$ cat src/rtl/alu_issue_arbiter.sv
// -----------------------------------------------------------------------------
// alu_issue_arbiter
//
// Shares one pipelined integer ALU between NrPorts issue requesters. Each cycle
// at most one request is granted round-robin and driven onto the ALU. A
// fixed-latency tag pipe follows each op. When the op leaves the ALU, its result
// and tag are pushed into a small result FIFO, and writeback drains that FIFO
// under valid/ready. The ALU itself never stalls. No result can be lost because
// issue is credit-limited: queued results plus in-flight ops never exceed
// FifoDepth.
//
// Operation word (per port and on alu_data_o), MSB first:
//   { operation[OpBits-1:0], operand_a[XLEN-1:0], operand_b[XLEN-1:0] }
// Operation codes follow the core's fu_op numbering (ADD=0, SUB=1, LTS=13,
// LTU=14, GES=15, GEU=16, EQ=17, NE=18).
//
// Ports
//   clk_i            clock
//   rst_i            synchronous reset, active-high
//   flush_i          kill all queued and in-flight ops
//   req_valid_i      per-port request valid               [NrPorts]
//   req_ready_o      per-port grant, one-hot or zero      [NrPorts]
//   req_data_i       per-port operation words             [NrPorts*DataW]
//   req_trans_id_i   per-port transaction ids             [NrPorts*TransIdBits]
//   alu_valid_o      op issued to the ALU this cycle
//   alu_data_o       operation word to the ALU (ADD 0,0 when idle)
//   alu_valid_i      ALU registered valid, used only for consistency checking
//   alu_result_i     ALU registered result
//   alu_branch_res_i ALU combinational branch compare, sampled at issue
//   res_valid_o      result FIFO head valid
//   res_ready_i      writeback accepts the head
//   res_data_o       result value
//   res_branch_o     branch compare bit (0 for non-branch ops)
//   res_port_o       originating port
//   res_trans_id_o   originating transaction id
//   err_o            sticky tag / ALU-valid mismatch or FIFO overflow
// -----------------------------------------------------------------------------
module alu_issue_arbiter #(
   parameter int unsigned XLEN        = 64,
   parameter int unsigned NrPorts     = 2,
   parameter int unsigned TransIdBits = 3,
   parameter int unsigned AluLatency  = 1,
   parameter int unsigned FifoDepth   = 4,
   parameter int unsigned OpBits      = 7,
   localparam int unsigned PortW      = $clog2(NrPorts),
   localparam int unsigned DataW      = OpBits + 2 * XLEN
) (
   input  logic                           clk_i,
   input  logic                           rst_i,
   input  logic                           flush_i,
   input  logic [NrPorts-1:0]             req_valid_i,
   output logic [NrPorts-1:0]             req_ready_o,
   input  logic [NrPorts*DataW-1:0]       req_data_i,
   input  logic [NrPorts*TransIdBits-1:0] req_trans_id_i,
   output logic                           alu_valid_o,
   output logic [DataW-1:0]               alu_data_o,
   input  logic                           alu_valid_i,
   input  logic [XLEN-1:0]                alu_result_i,
   input  logic                           alu_branch_res_i,
   output logic                           res_valid_o,
   input  logic                           res_ready_i,
   output logic [XLEN-1:0]                res_data_o,
   output logic                           res_branch_o,
   output logic [PortW-1:0]               res_port_o,
   output logic [TransIdBits-1:0]         res_trans_id_o,
   output logic                           err_o
);

   localparam logic [OpBits-1:0] OP_ADD = OpBits'(0);
   localparam logic [OpBits-1:0] OP_LTS = OpBits'(13);
   localparam logic [OpBits-1:0] OP_LTU = OpBits'(14);
   localparam logic [OpBits-1:0] OP_GES = OpBits'(15);
   localparam logic [OpBits-1:0] OP_GEU = OpBits'(16);
   localparam logic [OpBits-1:0] OP_EQ  = OpBits'(17);
   localparam logic [OpBits-1:0] OP_NE  = OpBits'(18);

   localparam int unsigned CntW = $clog2(FifoDepth + 1);
   localparam int unsigned PtrW = (FifoDepth > 1) ? $clog2(FifoDepth) : 1;
   localparam int unsigned EntW = XLEN + 1 + PortW + TransIdBits;

   // ---------------- request unpacking and grant decode ----------------
   logic [DataW-1:0]       port_data [NrPorts];
   logic [TransIdBits-1:0] port_tid  [NrPorts];
   logic                   grant_vld;
   logic [PortW-1:0]       grant_idx;

   for (genvar gi = 0; gi < NrPorts; gi++) begin : g_port
      assign port_data[gi]   = req_data_i[gi*DataW +: DataW];
      assign port_tid[gi]    = req_trans_id_i[gi*TransIdBits +: TransIdBits];
      assign req_ready_o[gi] = grant_vld && (grant_idx == PortW'(gi));
   end

   // ---------------- credits ----------------
   logic [CntW-1:0] count_reg;
   logic [CntW-1:0] inflight;
   logic            issue_ok;

   // Reset also blocks issue so nothing is granted while state is being cleared.
   assign issue_ok = !rst_i && !flush_i &&
                     (({1'b0, count_reg} + {1'b0, inflight}) < (CntW+1)'(FifoDepth));

   // ---------------- round-robin arbiter ----------------
   logic [PortW-1:0] rr_ptr_reg, rr_ptr_next;
   logic [PortW:0]   cand_idx;

   always_comb begin
      grant_vld = 1'b0;
      grant_idx = '0;
      cand_idx  = '0;
      for (int k = 0; k < NrPorts; k++) begin
         // Candidate = (rr_ptr + k) mod NrPorts, without a divider.
         cand_idx = {1'b0, rr_ptr_reg} + (PortW+1)'(k);
         if (cand_idx >= (PortW+1)'(NrPorts)) cand_idx = cand_idx - (PortW+1)'(NrPorts);
         if (!grant_vld && req_valid_i[cand_idx[PortW-1:0]]) begin
            grant_vld = 1'b1;
            grant_idx = cand_idx[PortW-1:0];
         end
      end
      if (!issue_ok) grant_vld = 1'b0;
   end

   always_comb begin
      rr_ptr_next = rr_ptr_reg;
      if (grant_vld)
         rr_ptr_next = (grant_idx == PortW'(NrPorts - 1)) ? '0 : grant_idx + PortW'(1);
   end

   always_ff @(posedge clk_i) begin
      if (rst_i) rr_ptr_reg <= '0;
      else       rr_ptr_reg <= rr_ptr_next;
   end

   // ---------------- ALU drive ----------------
   logic [OpBits-1:0] sel_op;
   logic              sel_is_branch;

   assign alu_valid_o   = grant_vld;
   assign alu_data_o    = grant_vld ? port_data[grant_idx] : {OP_ADD, XLEN'(0), XLEN'(0)};
   assign sel_op        = alu_data_o[DataW-1 -: OpBits];
   assign sel_is_branch = grant_vld &&
                          (sel_op inside {OP_EQ, OP_NE, OP_LTS, OP_LTU, OP_GES, OP_GEU});

   // ---------------- tag pipe ----------------
   logic [AluLatency-1:0]                  stage_vld_reg;
   logic [AluLatency-1:0]                  stage_br_reg;
   logic [AluLatency-1:0]                  stage_isbr_reg;
   logic [AluLatency-1:0][PortW-1:0]       stage_port_reg;
   logic [AluLatency-1:0][TransIdBits-1:0] stage_tid_reg;

   always_ff @(posedge clk_i) begin
      if (rst_i || flush_i) begin
         stage_vld_reg  <= '0;
         stage_br_reg   <= '0;
         stage_isbr_reg <= '0;
         stage_port_reg <= '0;
         stage_tid_reg  <= '0;
      end else begin
         stage_vld_reg[0]  <= grant_vld;
         // Branch bit is only meaningful for compare ops; masked otherwise.
         stage_br_reg[0]   <= alu_branch_res_i && sel_is_branch;
         stage_isbr_reg[0] <= sel_is_branch;
         stage_port_reg[0] <= grant_idx;
         stage_tid_reg[0]  <= port_tid[grant_idx];
         for (int s = 1; s < AluLatency; s++) begin
            stage_vld_reg[s]  <= stage_vld_reg[s-1];
            stage_br_reg[s]   <= stage_br_reg[s-1];
            stage_isbr_reg[s] <= stage_isbr_reg[s-1];
            stage_port_reg[s] <= stage_port_reg[s-1];
            stage_tid_reg[s]  <= stage_tid_reg[s-1];
         end
      end
   end

   always_comb begin
      inflight = '0;
      for (int s = 0; s < AluLatency; s++) inflight = inflight + CntW'(stage_vld_reg[s]);
   end

   logic last_vld, last_isbr;
   assign last_vld  = stage_vld_reg[AluLatency-1];
   assign last_isbr = stage_isbr_reg[AluLatency-1];

   // ---------------- result FIFO ----------------
   // The head is read combinationally so a result is visible the cycle after
   // its push.
   logic [EntW-1:0] fifo_mem [FifoDepth];
   logic [PtrW-1:0] wr_ptr_reg, rd_ptr_reg;
   logic            push, pop, full, push_ok, overflow;
   logic [EntW-1:0] head;

   assign res_valid_o = (count_reg != '0);
   assign full        = (count_reg == CntW'(FifoDepth));
   assign push        = last_vld && !flush_i;
   assign pop         = res_valid_o && res_ready_i && !flush_i;
   assign push_ok     = push && (!full || pop);
   assign overflow    = push && full && !pop;

   function automatic logic [PtrW-1:0] ptr_inc(input logic [PtrW-1:0] p);
      return (p == PtrW'(FifoDepth - 1)) ? '0 : p + PtrW'(1);
   endfunction

   always_ff @(posedge clk_i) begin
      if (rst_i || flush_i) begin
         wr_ptr_reg <= '0;
         rd_ptr_reg <= '0;
         count_reg  <= '0;
      end else begin
         if (push_ok) wr_ptr_reg <= ptr_inc(wr_ptr_reg);
         if (pop)     rd_ptr_reg <= ptr_inc(rd_ptr_reg);
         unique case ({push_ok, pop})
            2'b10:   count_reg <= count_reg + CntW'(1);
            2'b01:   count_reg <= count_reg - CntW'(1);
            default: count_reg <= count_reg;
         endcase
      end
   end

   always_ff @(posedge clk_i) begin
      if (push_ok)
         fifo_mem[wr_ptr_reg] <= {alu_result_i, stage_br_reg[AluLatency-1],
                                  stage_port_reg[AluLatency-1], stage_tid_reg[AluLatency-1]};
   end

   assign head           = fifo_mem[rd_ptr_reg];
   assign res_data_o     = head[EntW-1 -: XLEN];
   assign res_branch_o   = head[PortW + TransIdBits];
   assign res_port_o     = head[TransIdBits +: PortW];
   assign res_trans_id_o = head[TransIdBits-1:0];

   // ---------------- consistency check ----------------
   // Branch compares never raise the ALU valid, so they are exempt.
   logic chk_mismatch;
   logic err_reg;

   assign chk_mismatch = (alu_valid_i != last_vld) && !(last_vld && last_isbr);

   always_ff @(posedge clk_i) begin
      if (rst_i)                         err_reg <= 1'b0;
      else if (overflow || chk_mismatch) err_reg <= 1'b1;
   end

   assign err_o = err_reg;

endmodule

$ cat config.mk
export PLATFORM = sky130hd
export DESIGN_NAME = alu_issue_arbiter
export DESIGN_NICKNAME = d
export VERILOG_FILES = /design/src/rtl/alu_issue_arbiter.sv
export SDC_FILE = /design/constraint.sdc
export NUM_CORES = 1
export LEC_CHECK = 0
export CAP_MARGIN = 20
export CORE_AREA = 2 2 219 221
export DETAILED_ROUTE_END_ITERATION = 8
export DIE_AREA = 0 0 221 223
export DONT_BUFFER_PORTS = 1
export PLACE_DENSITY = 0.46
export SYNTH_ARGS = -nofsm -noshare
export SYNTH_HDL_FRONTEND = slang
export SYNTH_SLANG_ARGS = --single-unit
$ cat constraint.sdc
create_clock -name clk_i -period 4 [get_ports clk_i]
set_input_delay 0.4 -clock clk_i [delete_from_list [all_inputs] [get_ports clk_i]]
set_output_delay 0.4 -clock clk_i [all_outputs]
set_load 0.01 [all_outputs]
==> flow_metrics.tcl <==
set metrics [dict create \
    status "completed" \
    fmax_mhz 300 \
    yosys.area_share.xor_xnor 0.00137 \
    initialDrtViolationCount 764 \
    root_buffer "clkbuf_16" \
    clk_latency_ns 0.55 \
    setup_viol 0 \
    netlist.top_cell.by_area "edfxtp_1" \
    cts_htree_levels 1 \
    dr.pass1.iters 5 \
    synth_top_family_by_area "multiplexers" \
    grt_pass1_wl_um 70100 \
    hpwl_um 41400 \
    path_buf_inv 1 \
    initial_utilization 0.270 \
    num_vias 8452 \
    finalSetupTns_ns 0 \
    ir_drop_v 0.000289 \
    grt_antenna_before_repair 25 \
    drc 0 \
    grt_max_degree 83 \
    synth_top_area_frac 0.651 \
    multi_input_area_um2 3800 \
    detail-route-antenna-nets 0 \
    finalHoldViolations 0 \
    dieArea_um2 49300 \
    syn_area_per_cell_um2 13.8 \
    maxCapViolations 0 \
    vias_per_cell 5.19 \
    seqCellArea_um2 8660 \
    whs_ns 0.0648 \
    async_flop_share 0 \
    ys_seq_elements 294 \
    netlist_top_cells_count "edfxtp_1 (276), nand2_1 (276), a21oi_1 (143), mux4_2 (69), clkbuf_1 (40)" \
    fin_skew_ns 0.0122 \
    synthAdderAreaFrac 0.00746 \
    cts.sinks 294 \
    grt_pass1_vias 8241 \
    p_leak_uw 0.00487 \
    seq_area_frac_synth 0.679 \
    synth_simple_gate_area_frac 0.0974 \
    gr-total-overflow 0 \
    grt_setup_unrepaired "false" \
    ioPinCount 557 \
    synth_area_um2 12700 \
    synth_mux_area_frac 0.124 \
    synth_warnings 0 \
    min_path_type "input port to flip-flop" \
    synth.distinct_cells 36 \
    slowest_delay_ns 0.64 \
    gp_congestion 0.968 \
    cts_made_buffers 30 \
    synth_ff_type "edfxtp_1" \
    power_density_nw_per_um2 432 \
    largest_reg_flops 276 \
    path_cells "or3_1 > or3_4 > buf_4 > a21oi_1" \
    routedWlPerCell_um 32.4 \
    placed_area_um2 13500 \
    criticalPathCategory "flip-flop to primary output" \
    critPathLaunchType "flip-flop" \
    maxSlewHeadroom 0.346 \
    tightest_slew_ns 0.981 \
    cp-end-kind "primary output" \
    drt-total-wl_um 52700 \
    cts_tree "built" \
    worstPathArrival_ns 2.93 \
    nets 1334 \
    crit_required_ns 3.60 \
    fin_crit_sh 0.832 \
    syn_inst 922 \
    clkTransAtPathRegs_ns 0.06 \
    io_buffers 0 \
    coreArea_um2 47100 \
    die_width_um 221 \
    clock_path_buffers 3 \
    crit_fanout 82 \
    grtUsageTotal 0.204 \
    synth_area_leaders "edfxtp_1 (65%), mux4_2 (12%), nand2_1 (8.1%), a21oi_1 (5.6%), dfxtp_1 (2.8%)" \
    fin_crit_ns 3.33 \
    nFillCells 4698 \
    slowest_stage "or3_4" \
    die_h_um 223 \
    slew_violations 0 \
    critPathTopFamily "simple AND/OR/NAND/NOR gates" \
    area_delta_synth_final_pct 18.8 \
    synth-compound-area-share 0.0663 \
    rows 80 \
    drive_gt1_frac 0.149 \
    cts_setup_buffers 0 \
    synth_edf_count 276 \
    final_cell_area_um2 15100 \
    synthesis.nets 1277 \
]
-- stage by stage --
stage	setup slack, ns	util	cells	power, µW
3_5_place_dp	1.24	0.286	1495	3850
4_1_cts	0.679	0.320	1616	6620
3_3_place_gp	1.26	0.286	1495	3850
6_report	0.672	0.321	1628	6540
2_1_floorplan	1.04	-	922	3720
5_1_grt	0.588	0.321	1621	6770
-- path summary, 6_finish.rpt --
check / depth (start not counted) / to / slack (ns) / from
setup / recovery: 4 / alu_data_o[35] / 0.67 / count_reg[2]
hold / removal: 2 / stage_tid_reg[0] / 0.06 / req_trans_id_i[3]
setup reg to reg: 9 / count_reg[2] / 1.28 / count_reg[0]
hold reg to reg: 2 / flip-flop / 0.48 / rd_ptr_reg[1]
-- logic make-up (layout without fill, tap and decap cells) --
group / count (synthesis) / in the layout
compound gates: 158 / 158
flops: 294 / 294
simple gates: 314 / 314
mux: 71 / 71
other cells: 0 / 12
xor+xnor: 2 / 2
buf+inv: 76 / 155
fa+ha+maj: 7 / 7
-- per-layer routing --
layer | track usage | vias up | share of wire | wire [µm]
met1 | 0.230 | 4295 | 0.36 | 18800
met3 | 0.0940 | 106 | 0.12 | 6370
met2 | 0.339 | 510 | 0.49 | 25900
met4 | 0.0758 | 10 | 0.030 | 1590
met5 | 0 | - | 0.0011 | 57
li1 | - | 3531 | - | -
-- repair_timing --
| item | CTS | global route |
|---|---|---|
| resized for setup | 0 | 0 |
| hold buffers | 67 | 0 |
| endpoints found under the hold margin | 261 | 0 |
-- cell usage in the layout (no fill, tap or decap), types with 3 or more instances in the layout --
master / synthesis / final
clkbuf_16: 0 / 31
diode_2: 0 / 12
nand2_1: 276 / 275
clkbuf_1: 40 / 5
clkinv_2: 0 / 8
and2_4: 0 / 4
edfxtp_1: 276 / 276
dlygate4sd3_1: 0 / 67
ha_1: 6 / 6
buf_12: 0 / 4
clkinv_1: 0 / 5
a21oi_1: 143 / 143
and3_1: 3 / 3
mux4_2: 69 / 69
nor2_1: 16 / 15
inv_1: 11 / 11
dfxtp_1: 18 / 16
or3_1: 4 / 4
buf_4: 0 / 18
-- cell type report --
class / instances / share of cell area
Timing Repair Buffer: 89 / 0.0585
Tap cell: 615 / 0.0508
Clock buffer: 36 / 0.0525
Inverter: 12 / 0.00331
Antenna cell: 12 / 0.00198
Clock inverter: 18 / 0.0100
Sequential cell: 294 / 0.572
Multi-Input combinational cell: 552 / 0.251
-- report_power, final --
| group | leakage, µW | internal [µW] | switching [µW] |
|---|---|---|---|
| sequential | 0.00264 | 3380 | 9.40 |
| combinational | 0.00176 | 142 | 326 |
| clock | 0.000467 | 1540 | 1130 |
| total | 0.00487 | 5070 | 1470 |
No activity file was read; power rests on OpenSTA's default activity.
